**src/rtl/pong_pkg.sv**
```systemverilog
// Shared Pong definitions: rally FSM states and match-wide score limits.
// Used by the rally controller, the menu FSM and the score display.
package pong_pkg;

  localparam int MAX_SCORE = 9;
  localparam int SCORE_W   = 4;

  typedef enum logic [1:0] {
    ST_SERVE_WAIT,
    ST_PLAY,
    ST_HOLD,
    ST_OVER
  } rally_state_e;

  function automatic int max_int(
    input int a,
    input int b
  );
    return (a > b) ? a : b;
  endfunction

endpackage

```
**src/rtl/rally_controller_frame_timer.sv**
```systemverilog
// Loadable frame down-counter; expire flags a tick arriving at count 1.
// The count parks at 1 so it never wraps while a timed state waits.
module frame_timer #(
  parameter int W       = 6,
  parameter int RST_VAL = 60
) (
  input  logic         clk_i,
  input  logic         rst_ni,
  input  logic         advance_i,
  input  logic         load_i,
  input  logic [W-1:0] load_val_i,
  output logic         expire_o
);

  logic [W-1:0] count_q;
  logic [W-1:0] count_d;

  assign expire_o = advance_i & (count_q == W'(1));

  always_comb begin
    count_d = count_q;
    if (load_i) begin
      count_d = load_val_i;
    end else if (advance_i && (count_q > W'(1))) begin
      count_d = count_q - W'(1);
    end
  end

  always_ff @(posedge clk_i or negedge rst_ni) begin
    if (!rst_ni) begin
      count_q <= W'(RST_VAL);
    end else begin
      count_q <= count_d;
    end
  end

endmodule

```
**src/rtl/rally_controller.sv**
```systemverilog
// Rally sequencer for one Pong match: serve countdown, goal scoring,
// post-goal hold, serve direction and match-end detection.
module rally_controller #(
  parameter int MAX_SCORE   = pong_pkg::MAX_SCORE,
  parameter int SCORE_W     = pong_pkg::SCORE_W,
  parameter int SERVE_DELAY = 60,
  parameter int HOLD_FRAMES = 30
) (
  input  logic               clock,
  input  logic               reset,
  input  logic               enable_game,
  input  logic               frame_tick,
  input  logic               goal_left,
  input  logic               goal_right,
  output logic [SCORE_W-1:0] score_player_one,
  output logic [SCORE_W-1:0] score_player_two,
  output logic               ball_release,
  output logic               ball_center,
  output logic               serve_dir,
  output logic               match_over,
  output logic               winner
);

  import pong_pkg::*;

  localparam int TW =
    $clog2(max_int(SERVE_DELAY, HOLD_FRAMES) + 1);
  localparam logic [SCORE_W-1:0] MAX_S =
    SCORE_W'(MAX_SCORE);

  rally_state_e state_q, state_d;
  logic [SCORE_W-1:0] p1_q, p1_d;
  logic [SCORE_W-1:0] p2_q, p2_d;
  logic dir_q, dir_d;
  logic ctr_q, ctr_d;
  logic over_q, over_d;
  logic win_q, win_d;
  logic gl_q, gl_d;
  logic gr_q, gr_d;

  logic          ev_l;
  logic          ev_r;
  logic          timed;
  logic          advance;
  logic          expire;
  logic          load;
  logic [TW-1:0] load_val;

  frame_timer #(
    .W       (TW),
    .RST_VAL (SERVE_DELAY)
  ) u_timer (
    .clk_i      (clock),
    .rst_ni     (reset),
    .advance_i  (advance),
    .load_i     (load),
    .load_val_i (load_val),
    .expire_o   (expire)
  );

  assign ev_l    = enable_game & goal_left & ~gl_q;
  assign ev_r    = enable_game & goal_right & ~gr_q;
  assign timed   = (state_q == ST_SERVE_WAIT) |
                   (state_q == ST_HOLD);
  assign advance = frame_tick & enable_game & timed;

  always_comb begin
    state_d  = state_q;
    p1_d     = p1_q;
    p2_d     = p2_q;
    dir_d    = dir_q;
    ctr_d    = 1'b0;
    over_d   = over_q;
    win_d    = win_q;
    load     = 1'b0;
    load_val = TW'(SERVE_DELAY);
    // Edge history freezes with the game so a pause hides no edge.
    gl_d     = enable_game ? goal_left : gl_q;
    gr_d     = enable_game ? goal_right : gr_q;

    unique case (state_q)
      ST_SERVE_WAIT: begin
        if (expire) begin
          state_d = ST_PLAY;
        end
      end
      ST_PLAY: begin
        if (ev_l | ev_r) begin
          state_d  = ST_HOLD;
          load     = 1'b1;
          load_val = TW'(HOLD_FRAMES);
        end
        if (ev_l & ~ev_r) begin
          dir_d = 1'b0;
          if (p2_q != MAX_S) begin
            p2_d = p2_q + SCORE_W'(1);
          end
        end else if (ev_r & ~ev_l) begin
          dir_d = 1'b1;
          if (p1_q != MAX_S) begin
            p1_d = p1_q + SCORE_W'(1);
          end
        end
      end
      ST_HOLD: begin
        if (expire) begin
          if ((p1_q == MAX_S) || (p2_q == MAX_S)) begin
            state_d = ST_OVER;
            over_d  = 1'b1;
            win_d   = (p2_q == MAX_S);
          end else begin
            state_d = ST_SERVE_WAIT;
            load    = 1'b1;
            ctr_d   = 1'b1;
          end
        end
      end
      ST_OVER: begin
        state_d = ST_OVER;
      end
      default: begin
        state_d = ST_SERVE_WAIT;
      end
    endcase
  end

  always_ff @(posedge clock or negedge reset) begin
    if (!reset) begin
      state_q <= ST_SERVE_WAIT;
      p1_q    <= '0;
      p2_q    <= '0;
      dir_q   <= 1'b0;
      ctr_q   <= 1'b0;
      over_q  <= 1'b0;
      win_q   <= 1'b0;
      gl_q    <= 1'b0;
      gr_q    <= 1'b0;
    end else begin
      state_q <= state_d;
      p1_q    <= p1_d;
      p2_q    <= p2_d;
      dir_q   <= dir_d;
      ctr_q   <= ctr_d;
      over_q  <= over_d;
      win_q   <= win_d;
      gl_q    <= gl_d;
      gr_q    <= gr_d;
    end
  end

  assign score_player_one = p1_q;
  assign score_player_two = p2_q;
  assign ball_release     = (state_q == ST_PLAY) & enable_game;
  assign ball_center      = ctr_q;
  assign serve_dir        = dir_q;
  assign match_over       = over_q;
  assign winner           = win_q;

endmodule
```
**config.mk**
```make
export PLATFORM = sky130hd
export DESIGN_NAME = rally_controller
export DESIGN_NICKNAME = d
export VERILOG_FILES = /design/src/rtl/pong_pkg.sv /design/src/rtl/rally_controller_frame_timer.sv /design/src/rtl/rally_controller.sv
export SDC_FILE = /design/constraint.sdc
export NUM_CORES = 1
export LEC_CHECK = 0
export BUFFER_PORTS_ARGS = -buffer_cell sky130_fd_sc_hd__buf_2
export CAP_MARGIN = 5
export CORE_MARGIN = 2
export CORE_UTILIZATION = 55
export DETAILED_ROUTE_END_ITERATION = 8
export PLACE_DENSITY = 0.77
export SLEW_MARGIN = 20
export SYNTH_ARGS = -nofsm -noshare
export SYNTH_HDL_FRONTEND = slang
export SYNTH_HIERARCHICAL = 1
export SYNTH_SLANG_ARGS = --single-unit
```
**constraint.sdc**
```tcl
create_clock -name clock -period 3.6 [get_ports clock]
set_clock_uncertainty 0.05 [all_clocks]
set_input_delay 0.36 -clock clock [delete_from_list [all_inputs] [get_ports clock]]
set_output_delay 0.36 -clock clock [all_outputs]
set_load 0.05 [all_outputs]
```
==> results.md <==
- DR WL/cell: between 10 and 15 µm
- Post-Syn Instances: approximately 140
- Global-route wire length before repair: between 4 and 5 mm
- Die W: roughly 54 µm
- Clock Latency Late Sink: about 0.3 ns
- Critical path's top delay family: compound AO/OA/AOI/OAI gates
- Setup Slack @ Placement: 0.896 ns
- Post-CTS setup buffers: 0
- Leakage: just over 0.8 nW
- Power Density: about 820 mW/mm²
- Fin crit period: about 2.8 ns
- Critical path arrival: slightly below 3 ns
- Die H: around 54 µm
- Die area: 0.00293 mm²
- Commonest non-fill, non-tap cells in the layout: dfrtp_1, buf_2, inv_1
- Hold Crit Start: goal_right
- Initial Util: between 50% and 60%
- Final nets: between 150 and 200
- Setup CP Type: flop to flop
- Tightest Pin Transition: 0.505 ns
- Initial antenna violation count: 0
- Gr usage total: 19.9%
- Clock Path Buffers: 2
- Vias in the first global route: just under 1k
- Largest net degree at the start of global routing: 23
- Layout cells sized above 1: roughly 20%
- Syn Area/Cell: 9.81 µm²
- Layout Utilization: 63.4%
- Hold Crit Depth: 3
- Mapped Area: about 0.0014 mm²
- R2r startpoint: state_q[0]
- Peak supply drop: around 540 µV
- Area grow syn2layout: 11.5%
- Startpoint types: flop
- Final setup fails: 0
- Synth Register Bits: 22
- Path depth of the worst reg2reg path: 12
- Worst setup margin: between 0.8 and 0.9 ns
- Critical path's most frequent cell: inv_1
- Placed Instances: 188
- Hold Path End: gr_q
- Hpwl dp: ~2.0 mm
- Crit Reg-Reg Endpoint: u_timer/count_q[1]
- CTS Buf Count: 3
- Clock-pin transition on the worst setup and hold timing paths: between 0.1 and 0.15 ns
- Post-synth EDFFs: 0
- Layout fillers: 191
- Setup TNS: 0 ns
- CTS tree: built
- Gr ovfl total: 0
- TritonRoute pass-1 iters: 4
- PortBufs: 18
- H-tree depth: 1
- CTS sink count: 22
- Crit end category: flop
- Max cap viols: 0
- Ant diodes: 0
- Async set or reset register ratio after synthesis: 100%
- Rows: 18
- Seq/Total Area, Yosys: 40.1%
- Fmax: roughly 360 MHz
- Yosys warns: 6
- Final Non-Filler Cells: roughly 190
- Highest-delay cell along the critical path: dfrtp_1
- Vias per cell: roughly 5.6
- Iter 0 DRT Violations: 30
- Synth unique cells: between 40 and 50
- Vias: approximately 1.1k
- Reg-to-reg slack, setup: between 0.8 and 0.9 ns
- WP buf/inv: 3
- DR DRC count: 0
- IO Pins: 19
- CP max FO: 13
- Outcome: finished, final reports clean
- GP Congestion: 0.825
- RSZ-0062 raised after global routing: no
- Worst path cell trace: inv_1 -> ha_1 -> o211a_1 -> nor2b_1 -> nand2_1 -> nor2_1 -> nand3_1 -> o2bb2ai_1 -> buf_4 -> inv_1 -> o2111ai_1 -> o311a_1
- Slew headroom: 66.3%
- Clock root buffer: clkbuf_4
- Final Cycle Share: between 70% and 80%
- Remaining antenna violation count: 0
- Final hold violation count: 0
- WL final: between 2 and 3 mm
- Core Area: roughly 0.0024 mm²
- Hold WC Path Type: input pin to flop
- Ys flop type: dfrtp_1
- Fin. max-slew vios: 0
- Critical path's largest stage delay: between 0.4 and 0.5 ns
- Worst EP required: 3.80 ns
## cell usage after synthesis (2+ instances only)
| library cell | instances | area [µm²] |
|---|---|---|
| conb_1 | 2 | 7.51 |
| clkbuf_1 | 2 | 7.51 |
| or3_1 | 2 | 12.5 |
| a21oi_1 | 2 | 10.0 |
| nand3_1 | 9 | 45.0 |
| o2111ai_1 | 2 | 17.5 |
| nand3b_4 | 2 | 40.0 |
| nand2_1 | 11 | 41.3 |
| nand2b_1 | 2 | 12.5 |
| o21ai_1 | 2 | 10.0 |
| a31oi_1 | 2 | 12.5 |
| mux2i_1 | 4 | 40.0 |
| nor2_1 | 7 | 26.3 |
| dfrtp_1 | 18 | 450 |
| dfstp_2 | 4 | 105 |
| o21ai_0 | 6 | 30.0 |
| and3_1 | 3 | 18.8 |
| nor4_1 | 2 | 12.5 |
| inv_1 | 15 | 56.3 |
| xnor2_1 | 4 | 35.0 |
| ha_1 | 13 | 163 |
## report_power, final
group | total [W] | internal [W] | switching (W) | leakage, nW
sequential | 0.000470 | 0.000358 | 0.000111 | 0.265
combinational | 0.000680 | 0.000243 | 0.000437 | 0.536
clock | 0.000114 | 0.0000431 | 0.0000707 | 0.0150
## state kept, by name, indices dropped and copies added (netlist names)
| name | flops |
|---|---|
| u_timer/count_q | 6 |
| score_player_one | 4 |
| score_player_two | 4 |
| state_q | 2 |
| ball_center | 1 |
| gl_q | 1 |
| gr_q | 1 |
| match_over | 1 |
| serve_dir | 1 |
| winner | 1 |
## per-stage QoR
step | area, µm² | hold slack, ns | power [W]
2_1_floorplan | 1390 | 0.0144 | 0.00101
3_3_place_gp | 1510 | 0.305 | 0.00113
3_5_place_dp | 1510 | 0.304 | 0.00116
4_1_cts | 1540 | 0.233 | 0.00127
5_1_grt | 1540 | 0.251 | 0.00136
6_report | 1540 | 0.233 | 0.00126
## logic make-up (layout without fill, tap and decap cells)
group	Yosys count	count (layout)	share of synthesized area (%)
compound gates	30	30	16.5
xor+xnor	4	4	2.53
fa+ha+maj	13	13	11.8
buf+inv	19	39	5.52
flops	22	22	40.1
mux	4	4	2.89
other cells	2	4	0.543
simple gates	47	47	20.2
## worst max path at each step
stage | start | endpoint | cells past startpoint
3_5_place_dp | state_q[0] | u_timer/count_q[1] | 12
6_report | state_q[0] | u_timer/count_q[1] | 12
3_3_place_gp | state_q[0] | u_timer/count_q[1] | 12
5_1_grt | state_q[0] | u_timer/count_q[1] | 12
2_1_floorplan | state_q[0] | u_timer/count_q[0] | 13
4_1_cts | state_q[0] | u_timer/count_q[1] | 12
## what timing repair did
action / CTS / global route
hold buffers: 1 / 0
resized for setup: 0 / 0
hold endpoints to repair: 18 / 0
## metal layers
layer	track usage, %	share of wire (%)	routed length (µm)
met1	25.4	46	1180
met2	34.5	51	1300
met3	3.33	1.8	47
met4	5.00	0.78	20
met5	0	0	0
## final cells by class
| cell class | count | area (µm²) | area share (%) |
|---|---|---|---|
| multi-input combinational | 102 | 759 | 49.2 |
| timing repair buffer | 20 | 108 | 6.97 |
| inverter | 15 | 56.3 | 3.65 |
| sequential | 22 | 556 | 36.0 |
| tap | 30 | 37.5 | 2.43 |
| clock buffer | 4 | 26.3 | 1.70 |
## worst register-to-register path: stages, from the launching register on
cell and delay (ns):
dfrtp_1 0.45, inv_1 0.10, ha_1 0.28, o211a_1 0.36, nor2b_1 0.29, nand2_1 0.08
nor2_1 0.24, nand3_1 0.12, o2bb2ai_1 0.16, buf_4 0.20, inv_1 0.10, o2111ai_1 0.11
o311a_1 0.19
Note: power is estimated with default switching activity, not from simulation.
